$ cat config.mk
export PLATFORM = sky130hd
export DESIGN_NAME = pmod_adc_block
export DESIGN_NICKNAME = d
export VERILOG_FILES = /design/src/rtl/pmod_adc_block.sv
export SDC_FILE = /design/constraint.sdc
export NUM_CORES = 1
export LEC_CHECK = 0
export BUFFER_PORTS_ARGS = -buffer_cell sky130_fd_sc_hd__buf_2
export CAP_MARGIN = 25
export CELL_PAD_IN_SITES_DETAIL_PLACEMENT = 0
export CELL_PAD_IN_SITES_GLOBAL_PLACEMENT = 1
export CORE_ASPECT_RATIO = 0.5
export CORE_UTILIZATION = 50
export CTS_CLUSTER_DIAMETER = 60
export DETAILED_ROUTE_END_ITERATION = 12
export PLACE_DENSITY_LB_ADDON = 0.2
export REMOVE_ABC_BUFFERS = 1
export SYNTH_ARGS = -nofsm -noshare
export SYNTH_HDL_FRONTEND = slang
export SYNTH_SLANG_ARGS = --single-unit
$ cat constraint.sdc
create_clock -name i_clk -period 3.6 [get_ports i_clk]
set_clock_uncertainty 0.05 [all_clocks]
set_input_delay 0.72 -clock i_clk [delete_from_list [all_inputs] [get_ports i_clk]]
set_output_delay 0.72 -clock i_clk [all_outputs]
set_load 0.005 [all_outputs]
$ cat src/rtl/pmod_adc_block.sv
// pmod_adc_block: SPI read-side controller for a CS-framed serial ADC.
// Ports: i_clk, i_rst (async, active-high), i_start, i_continuous,
//   o_busy, o_dout, o_dout_valid, o_frame_err, o_adc_cs_n, o_adc_sclk,
//   i_adc_din. Frame is FRAME_BITS MSB-first; dout holds the low
//   RESOLUTION bits, frame_err flags nonzero leading bits.
module pmod_adc_block #(
  parameter int RESOLUTION   = 12,
  parameter int FRAME_BITS   = 16,
  parameter int CLK_DIV      = 4,
  parameter int QUIET_CYCLES = 8
) (
  input  logic                  i_clk,
  input  logic                  i_rst,
  input  logic                  i_start,
  input  logic                  i_continuous,
  output logic                  o_busy,
  output logic [RESOLUTION-1:0] o_dout,
  output logic                  o_dout_valid,
  output logic                  o_frame_err,
  output logic                  o_adc_cs_n,
  output logic                  o_adc_sclk,
  input  logic                  i_adc_din
);

  localparam int DW = (CLK_DIV > 1) ? $clog2(CLK_DIV) : 1;
  localparam int BW = $clog2(FRAME_BITS + 1);
  localparam int QW = $clog2(QUIET_CYCLES + 1);

  localparam logic [DW-1:0] DIV_LAST = DW'(CLK_DIV - 1);
  localparam logic [BW-1:0] BIT_LAST = BW'(FRAME_BITS - 1);
  localparam logic [QW-1:0] Q_LAST   = QW'(QUIET_CYCLES - 1);

  typedef enum logic [2:0] {
    S_IDLE,
    S_SETUP,
    S_SHIFT,
    S_DONE,
    S_QUIET
  } state_t;

  state_t r_state, w_state_n;

  logic [DW-1:0]         r_div, w_div_n;
  logic                  r_ph, w_ph_n;
  logic [BW-1:0]         r_bit, w_bit_n;
  logic [QW-1:0]         r_q, w_q_n;
  logic                  w_shift;
  logic                  w_done;
  logic                  w_err;
  logic [1:0]            r_sync;
  logic [FRAME_BITS-1:0] r_sh;

  // r_ph: 0 = low half of the SCLK period, 1 = high half
  always_comb begin
    w_state_n = r_state;
    w_div_n   = r_div;
    w_ph_n    = r_ph;
    w_bit_n   = r_bit;
    w_q_n     = r_q;
    w_shift   = 1'b0;
    w_done    = 1'b0;
    unique case (r_state)
      S_IDLE: begin
        if (i_start) w_state_n = S_SETUP;
      end
      S_SETUP: begin
        if (r_div == DIV_LAST) w_state_n = S_SHIFT;
        else w_div_n = r_div + 1'b1;
      end
      S_SHIFT: begin
        if (r_div != DIV_LAST) begin
          w_div_n = r_div + 1'b1;
        end else begin
          w_div_n = '0;
          if (!r_ph) begin
            w_ph_n  = 1'b1;
            w_shift = 1'b1;
          end else if (r_bit == BIT_LAST) begin
            w_state_n = S_DONE;
          end else begin
            w_ph_n  = 1'b0;
            w_bit_n = r_bit + 1'b1;
          end
        end
      end
      S_DONE: begin
        w_done    = 1'b1;
        w_state_n = S_QUIET;
      end
      S_QUIET: begin
        if (r_q == Q_LAST)
          w_state_n = i_continuous ? S_SETUP : S_IDLE;
        else
          w_q_n = r_q + 1'b1;
      end
      default: w_state_n = S_IDLE;
    endcase
    // every state starts with fresh counters
    if (w_state_n != r_state) begin
      w_div_n = '0;
      w_ph_n  = 1'b0;
      w_bit_n = '0;
      w_q_n   = '0;
    end
  end

  generate
    if (FRAME_BITS > RESOLUTION) begin : g_err
      assign w_err = |r_sh[FRAME_BITS-1:RESOLUTION];
    end else begin : g_noerr
      assign w_err = 1'b0;
    end
  endgenerate

  // pins are registered from the next state so they line up with it
  always_ff @(posedge i_clk or posedge i_rst) begin
    if (i_rst) begin
      r_state      <= S_IDLE;
      r_div        <= '0;
      r_ph         <= 1'b0;
      r_bit        <= '0;
      r_q          <= '0;
      r_sync       <= '0;
      r_sh         <= '0;
      o_dout       <= '0;
      o_dout_valid <= 1'b0;
      o_frame_err  <= 1'b0;
      o_busy       <= 1'b0;
      o_adc_cs_n   <= 1'b1;
      o_adc_sclk   <= 1'b1;
    end else begin
      r_state      <= w_state_n;
      r_div        <= w_div_n;
      r_ph         <= w_ph_n;
      r_bit        <= w_bit_n;
      r_q          <= w_q_n;
      r_sync       <= {r_sync[0], i_adc_din};
      if (w_shift)
        r_sh <= {r_sh[FRAME_BITS-2:0], r_sync[1]};
      if (w_done) begin
        o_dout      <= r_sh[RESOLUTION-1:0];
        o_frame_err <= w_err;
      end
      o_dout_valid <= w_done;
      o_busy       <= (w_state_n != S_IDLE);
      o_adc_cs_n   <= !((w_state_n == S_SETUP) ||
                        (w_state_n == S_SHIFT));
      o_adc_sclk   <= !((w_state_n == S_SHIFT) && !w_ph_n);
    end
  end

endmodule
== Word level (Yosys, flattened, before mapping) ==
Cells that the tools add are included.

* Register bits after elaboration: 50
* Word-level logic and storage cells: 75
* Output and inout port bits: 17
* Bits of input ports: 5

* Add/subtract/negate cells: 3
* Eq/ne operators: 15
* Muxes and demuxes: 29
* Reduce and logical (&&, ||, !) cells: 15

{| class="wikitable"
|+ Operators with widths
! kind !! count
|-
| 5-bit 2-to-1 mux || 5
|-
| 3-bit 2-to-1 mux || 6
|-
| 3-bit one-hot mux with 5 select lines || 1
|-
| 4-bit 2-to-1 mux || 3
|-
| 1-bit 2-to-1 mux || 10
|-
| 3-bit by 2-bit == test with 1-bit output (second input constant) || 3
|-
| 3-bit by 1-bit == test with 1-bit output (second input constant) || 2
|-
| 2-bit 2-to-1 mux || 3
|-
| 2-bit by 1-bit != test with 1-bit output (second input constant) || 3
|-
| 2-bit nonzero test || 3
|-
| 3-bit nonzero test || 2
|-
| 5-bit by 1-bit adder with 5-bit output (second input constant) || 1
|-
| 5-bit by 4-bit == test with 1-bit output (second input constant) || 1
|-
| 4-bit by 1-bit adder with 4-bit output (second input constant) || 1
|-
| 4-bit by 3-bit == test with 1-bit output (second input constant) || 1
|-
| 2-bit one-hot mux with 2 select lines || 1
|-
| 2-bit AND reduction || 2
|-
| 4-bit AND reduction || 1
|-
| 4-bit OR reduction || 1
|-
| 3-bit == test (second input constant) || 1
|-
| 1-bit zero test || 3
|-
| 3-bit zero test || 1
|-
| 3-bit != test || 1
|-
| 3-bit != test (second input constant) || 1
|-
| 5 further kinds || 5
|}

== Depth between registers and ports, before layout ==
Gate-level depths: netlist of the first run.

* Depth in word-level cells: 10
* Mapped depth: 7
* Depth with buffers taken out: 7

== Least setup slack after synthesis of the first run ==
OpenSTA, ideal clock, no wires.

* Kind: register to register
* Start point: register r_div[0]
* End point: register r_sh[0]
* Library setup time: 125 ps
* Setup slack: 1808 ps
* Clock period less this slack: 1792 ps
* Path buffers: 3
* Arrival time: 1617 ps
* Stages on the path, launching flop included: 8
* Required time: 3425 ps
* Path through: dfrtp_1 ha_1 and4bb_1 buf_6 nor2b_4 buf_6 buf_8 mux2_4

* Word-level cells in the longest chain between the ends: 3

{| class="wikitable"
|+ RTL lines
! element !! RTL line !! RTL
|-
| start, declared || 43 || <nowiki>logic [DW-1:0] r_div, w_div_n;</nowiki>
|-
| start signal, assigned || 133 || <nowiki>r_div <= w_div_n;</nowiki>
|-
| 2-bit != test || 71 || <nowiki>if (r_div != DIV_LAST) begin</nowiki>
|-
| 1-bit 2-to-1 mux || 71 ||
|-
| 1-bit 2-to-1 mux || 62 || <nowiki>unique case (r_state)</nowiki>
|-
| end signal, assigned || 139 || <nowiki>r_sh <= {r_sh[FRAME_BITS-2:0], r_sync[1]};</nowiki>
|-
| end, declared || 51 || <nowiki>logic [FRAME_BITS-1:0] r_sh;</nowiki>
|}

Every way passes these cells.
A chain may end at the register's enable or synchronous reset.

== Worst setup path in the final report of the first run ==
* Start point: register r_div[0]
* End point: register r_q[2]

* Word-level cells in the longest chain between the ends: 6

{| class="wikitable"
|+ RTL lines
! element !! RTL line !! RTL
|-
| 2-bit != test / 2-bit == test (equally long branches) || 71, 67 ||
|-
| 3-bit 2-to-1 mux, on equally long branches || 71, 67 ||
|-
| 3-bit one-hot mux with 5 select lines * || 62 ||
|-
| 3-bit != test * || 99 || <nowiki>if (w_state_n != r_state) begin</nowiki>
|-
| 2-bit by 1-bit != test with 1-bit output (no line) / 2-bit nonzero test (equally long branches) || n/a ||
|-
| 2-bit AND reduction (no line) || n/a ||
|-
| end signal, assigned || 136 || <nowiki>r_q <= w_q_n;</nowiki>
|-
| end, declared || 46 || <nowiki>logic [QW-1:0] r_q, w_q_n;</nowiki>
|}

Mark *: on every way between the ends. The rest lies on a longest branch, timed or not.

==> impl_metrics.env, run 1 <==
export IMPL_synth_area_leaders="dfrtp_1 (55%), nand2_1 (7.1%), mux2_4 (6.9%)"
export IMPL_cts_resized_gates=0
export IMPL_dr_first_iter_drc_count=72
export IMPL_globalplace_congestion=0.802
export IMPL_drive_gt1_share_pct=24.4
export IMPL_clk_latency_ps=300
export IMPL_critical_path_required_ps=3690
export IMPL_rrSetupSlack_ps=1380
export IMPL_cp_depth=5
export IMPL_final_core_util_pct=59.7
export IMPL_n_fill_cell=338
export IMPL_clock_path_buffers=2
export IMPL_hold_violations=0
export IMPL_postSynthCellCount=188
export IMPL_fmaxAchievable_mhz=451
export IMPL_maxSlewHeadroom_pct=39.7
export IMPL_start_util_pct=53.9
export IMPL_yosysUniqueCellTypes=37
export IMPL_synth_top_cell_by_area="dfrtp_1"
export IMPL_grt_max_degree=51
export IMPL_core_area_mm2=0.00404
export IMPL_num_rows=16
export IMPL_synth_seq_cells=50
export IMPL_worst_slew_pin_transition_ps=898
export IMPL_max_stage_delay_ps=710
export IMPL_leakage_nw=1.23
export IMPL_p_per_area_mw_per_mm2=402
export IMPL_setup_viol=0
export IMPL_dieArea_mm2=0.00464
export IMPL_areaGrowthSynthToFinish_pct=10.7
export IMPL_clockRootBuffer="clkbuf_8"
export IMPL_io_buffers=21
export IMPL_drcViolationCount=0
export IMPL_vdd_ir_drop_max_mv=0.233
export IMPL_clk_pin_slew_ps=80
export IMPL_cp_cell_sequence="ha_1, and4bb_1, a311oi_1, o21ai_1, nor3_1"
export IMPL_die_x_um=95.4
export IMPL_cts_sinks=50
export IMPL_criticalPathCategory="reg2reg"
export IMPL_cts_buffers=5
export IMPL_final_max_slew_viol_count=0
export IMPL_avgSynthCellArea_um2=11.6
export IMPL_vias=1366
export IMPL_layout_common_cells="dfrtp_1 (48), nand2_1 (41), buf_2 (21), nor2_1 (12), mux2_4 (10)"
export IMPL_rsz0062_at_grt="no"
export IMPL_endpoint_kind="register"
export IMPL_grt_overflow_total=0
export IMPL_tns_ps=0
export IMPL_grt_usage_pct=17.5
export IMPL_comb_power_share_pct=2.2
export IMPL_synth_edf_count=0
export IMPL_period_share_pct=61.6
export IMPL_wl_mm=3.44
export IMPL_ys_flop_type="dfrtp_1"
export IMPL_swShare_pct=19.3
export IMPL_hp_class="reg2reg"
export IMPL_critPathMaxFanout=12
export IMPL_endpoint="r_q[2]"
export IMPL_r2r_cells=5
export IMPL_fin_nets=217
export IMPL_min_period_ps=2220
export IMPL_r2r_end="r_q[2]"
export IMPL_antenna_found_initial=0
export IMPL_netSwitchingPower_w=0.000187
export IMPL_clkPwrFrac_pct=39.2
export IMPL_routedWlPerCell_um=13.1
export IMPL_cts_tree="yes"
export IMPL_yosys_warnings=0
export IMPL_intPower_w=0.000782
export IMPL_ctsHoldBuffers=0
export IMPL_dp_hpwl_mm=2.30
export IMPL_postCtsSetupBuffers=0
export IMPL_cap_violations=0
export IMPL_ant_nets=0
export IMPL_synth_async_reset_ratio_pct=100
export IMPL_via_per_inst=5.19
export IMPL_crit_arrival_ps=2310
export IMPL_ioPinCount=22
export IMPL_htreeDepth=2
export IMPL_crit_start="r_div[0]"
export IMPL_die_h_um=48.7
export IMPL_diodes=0
export IMPL_grt_pass1_vias=1354
export IMPL_syn_area_mm2=0.00218
export IMPL_status="finished, final reports clean"
export IMPL_cp_slowest_cell="o21ai_1"
export IMPL_first_pass_iters=4
export IMPL_seqPwrFrac_pct=58.7
export IMPL_layout_commonest_cell="dfrtp_1"
export IMPL_synth_top_area_share_pct=55.1
export IMPL_r2r_start="r_div[0]"
export IMPL_ys_seq_area_share_pct=57.5
export IMPL_startpoint_type="register"
export IMPL_crit_buf_inv=0
export IMPL_cp_top_family="compound AO/OA/AOI/OAI gates"
export IMPL_grt_pass1_wl_mm=6.18
logic make-up after synthesis:
family / count (synthesis) / synth area share (%)
buffers and inverters: 13 / 3.73
multiplexers: 19 / 11.4
XOR/XNOR: 6 / 2.41
AND/OR/NAND/NOR: 82 / 18.7
adder cells (fa/ha/maj): 4 / 2.30
flip-flops: 50 / 57.5
AO/OA/AOI/OAI: 14 / 3.96
layer usage:
metal  global-route usage (%)  wire length [µm]
met5                        0                 0
met2                     27.9              1490
met1                     23.7              1800
met3                     5.19               118
met4                     4.48                32
worst min-delay path by stage:
| stage | start | end | depth (start not counted) |
|---|---|---|---|
| floorplan | r_sync[0] | r_sync[1] | 0 |
| global placement | r_sync[0] | r_sync[1] | 0 |
| detailed placement | r_sync[0] | r_sync[1] | 0 |
| CTS | r_sync[0] | r_sync[1] | 0 |
| global route | r_sync[0] | r_sync[1] | 0 |
| finish | r_sync[0] | r_sync[1] | 0 |
power groups by stage:
stage	clock network, W	logic [W]	registers [W]
final	0.000380	0.0000210	0.000569
after CTS	0.000395	0.0000193	0.000569
after floorplan	0	0.0000137	0.000579
after global routing	0.000413	0.0000243	0.000569
after detailed placement	0	0.0000193	0.000580
after global placement	0	0.0000188	0.000580
final cells by class:
class	count	area, µm²	area share, %
clock buffers	7	76.3	3.16
clock inverters	1	30.0	1.24
inverters	4	15.0	0.622
multi-input cells	125	845	35.0
flip-flops and latches	50	1250	52.0
well taps	54	67.6	2.80
repair buffers	22	125	5.19
metrics by stage:
stage / power, W / std cells / cell area, µm² / setup WS (ps) / hold WS [ps]
after floorplan: 0.000593 / 179 / 2110 / 1630 / 281
after global placement: 0.000599 / 254 / 2290 / 1430 / 287
after detailed placement: 0.000599 / 254 / 2290 / 1390 / 291
after CTS: 0.000983 / 262 / 2390 / 1380 / 312
after global routing: 0.00101 / 263 / 2410 / 1160 / 325
final: 0.000969 / 263 / 2410 / 1380 / 309
sequential cells by signal, indices dropped and copies added (netlist names):
register / count
o_busy: 1
r_state: 3
o_dout_valid: 1
r_sync: 2
r_sh: 16
o_frame_err: 1
r_q: 4
r_bit: 5
r_ph: 1
o_adc_cs_n: 1
r_div: 2
o_dout: 12
o_adc_sclk: 1
synth_stat cells, types with 2 or more instances:
master / instances
a311oi_1: 2
nor3_1: 2
or3b_1: 2
nor2_1: 12
nor2b_1: 3
o21ai_0: 4
buf_6: 2
mux2_2: 6
nand2b_1: 2
nand2_1: 41
dfrtp_1: 48
dfstp_2: 2
nor4_1: 2
xnor2_1: 3
inv_1: 4
mux2_4: 10
xor2_1: 3
buf_2: 5
nand3_1: 6
ha_1: 4
nand3b_1: 2
a21oi_1: 4
and3_1: 3
mux2i_1: 3
worst register-to-register path: cells and delay by family, from the launching register on:
kind            cells  cell delay [ps]
compound gates      2              850
fa+ha+maj           1              240
flops               1              380
simple gates        2              550
Power figures use the tool's default switching activity.
==> inputs of run 2 (changes only) <==
- CORE_UTILIZATION: 50 -> 46
- clock period: 3.6 -> 2.2 ns (I/O delays scaled with it)
==> run 2 against run 1 <==
Compared with the run above:
- total power up 57%
- global-route usage down 0.23 points
- count of clock-buffer cells in the layout down 1
- routed wire length up 8.0%
- sequential share of layout area down 0.87 points
- first-iteration DRC count down 46%
- register-to-register slack worse by 1100 ps
- die area up 8.4%
- core utilization down 4.7 points
- critical path type unchanged
- largest cell class unchanged
==> impl_metrics.env, run 2 (same netlist as run 1, synthesis figures left out) <==
export IMPL_endpoint_kind="register"
export IMPL_antenna_found_initial=0
export IMPL_top_register="r_sh"
export IMPL_ctsHoldBuffers=0
export IMPL_rrSetupSlack_ps=250
export IMPL_clockRootBuffer="clkbuf_8"
export IMPL_cts_tree="yes"
export IMPL_fin_nets=223
export IMPL_drive_gt1_share_pct=27.9
export IMPL_p_per_area_mw_per_mm2=619
export IMPL_startpoint_type="register"
export IMPL_grt_pass1_wl_mm=6.51
export IMPL_layout_commonest_cell="dfrtp_1"
export IMPL_cts_buffers=5
export IMPL_setup_viol=0
export IMPL_final_max_slew_viol_count=0
export IMPL_diodes=0
export IMPL_fmaxAchievable_mhz=512
export IMPL_rsz0062_at_grt="no"
export IMPL_cap_violations=0
export IMPL_grt_util_met1_pct=23.7
export IMPL_critical_path_required_ps=2350
export IMPL_grt_overflow_total=0
export IMPL_hp_class="in2async"
export IMPL_ant_nets=0
export IMPL_status="finished, final reports clean"
export IMPL_worst_slew_pin_transition_ps=544
export IMPL_cts_resized_gates=0
export IMPL_dieArea_mm2=0.00503
export IMPL_clk_latency_ps=300
export IMPL_critPathMaxFanout=12
export IMPL_hold_violations=0
export IMPL_fin_cells=272
export IMPL_routedWlPerCell_um=13.7
export IMPL_start_util_pct=48.8
export IMPL_num_rows=17
export IMPL_r2r_start="r_bit[0]"
export IMPL_criticalPathCategory="reg2reg"
export IMPL_use_met3_pct=5.43
export IMPL_areaGrowthSynthToFinish_pct=12.6
export IMPL_grt_max_degree=24
export IMPL_vias=1373
export IMPL_dp_cells=264
export IMPL_clock_path_buffers=2
export IMPL_wl_mm=3.72
export IMPL_min_period_ps=1950
export IMPL_htreeDepth=2
export IMPL_tns_ps=0
export IMPL_n_fill_cell=389
export IMPL_top_regs="r_sh (16), o_dout (12), r_bit (5)"
export IMPL_globalplace_congestion=0.745
export IMPL_dp_hpwl_mm=2.51
export IMPL_postCtsSetupBuffers=0
export IMPL_drcViolationCount=0
export IMPL_die_h_um=50.7
export IMPL_use_met2_pct=26.7
export IMPL_r2r_end="r_bit[4]"
export IMPL_core_area_mm2=0.00447
export IMPL_ioPinCount=22
export IMPL_busiest_layer="met2"
export IMPL_io_buffers=21
export IMPL_leakage_nw=1.25
export IMPL_die_x_um=99.3
export IMPL_grt_usage_pct=17.3
export IMPL_grt_pass1_vias=1348
export IMPL_period_share_pct=88.8
export IMPL_largest_reg_flops=16
export IMPL_via_per_inst=5.05
export IMPL_layout_common_cells="dfrtp_1 (48), nand2_1 (41), buf_2 (21), nor2_1 (12), mux2_4 (10)"
export IMPL_maxSlewHeadroom_pct=63.7
export IMPL_crit_arrival_ps=2100
export IMPL_clk_pin_slew_ps=90
export IMPL_dr_first_iter_drc_count=39
export IMPL_cts_sinks=50
export IMPL_first_pass_iters=4
export IMPL_final_core_util_pct=54.9
export IMPL_vdd_ir_drop_max_mv=0.422
export IMPL_r2r_cells=6
==> run 2: cell count changes in the layout (fill, tap and decap cells not counted) <==
| cell | previous run | this run |
|---|---|---|
| o21ai_2 | 0 | 1 |
| bufinv_16 | 1 | 0 |
| clkinvlp_4 | 0 | 1 |
| buf_4 | 0 | 6 |
| clkbuf_8 | 5 | 6 |
| clkbuf_1 | 2 | 0 |
| clkinv_2 | 0 | 1 |
| o21ai_1 | 1 | 0 |
==> run 2: how the worst max path moves through the flow <==
| stage | from | endpoint | slack [ps] | cells past startpoint |
|---|---|---|---|---|
| final | r_bit[0] | r_bit[4] | 250 | 6 |
| after global routing | r_bit[0] | o_adc_sclk | 90 | 7 |
| after CTS | r_bit[0] | r_bit[4] | 120 | 6 |
| after detailed placement | r_bit[0] | r_q[2] | 130 | 6 |
| after global placement | r_bit[0] | r_bit[4] | 220 | 6 |
| after floorplan | r_div[0] | r_sh[10] | 270 | 4 |
==> run 2: layout make-up <==
class | instances | area, µm² | area share (%)
Sequential cell | 50 | 1250 | 51.1
Multi-Input combinational cell | 125 | 848 | 34.6
Timing Repair Buffer | 28 | 170 | 6.94
Clock buffer | 6 | 82.6 | 3.37
Tap cell | 57 | 71.3 | 2.91
Inverter | 4 | 15.0 | 0.612
Clock inverter | 2 | 12.5 | 0.510
==> run 2: worst max-delay path, stage by stage, from the launching register on <==
cell and delay, ps:
dfrtp_1 410, ha_1 210, and3_1 180, ha_1 200
a311oi_1 320, o21ai_2 230, a311oi_1 260
==> run 2: where the power goes <==
group	switching, W	internal (W)
Sequential	0.00000546	0.000926
Clock	0.000302	0.000253
Combinational	0.0000202	0.0000130
==> run 2: through the flow <==
step / power (W) / setup WS [ps] / cell area, µm² / hold slack [ps]
finish: 0.00152 / 247 / 2450 / 95.8
global route: 0.00158 / 87.9 / 2450 / 110
CTS: 0.00154 / 116 / 2450 / 103
detailed placement: 0.000985 / 132 / 2350 / 291
global placement: 0.000983 / 222 / 2350 / 285
floorplan: 0.000970 / 271 / 2110 / 281
==> run 2: routing by layer <==
layer	up-vias	part of all wire, %
met5	-	0
met4	0	0.78
met3	5	3.1
met2	12	44
met1	670	52
li1	686	-
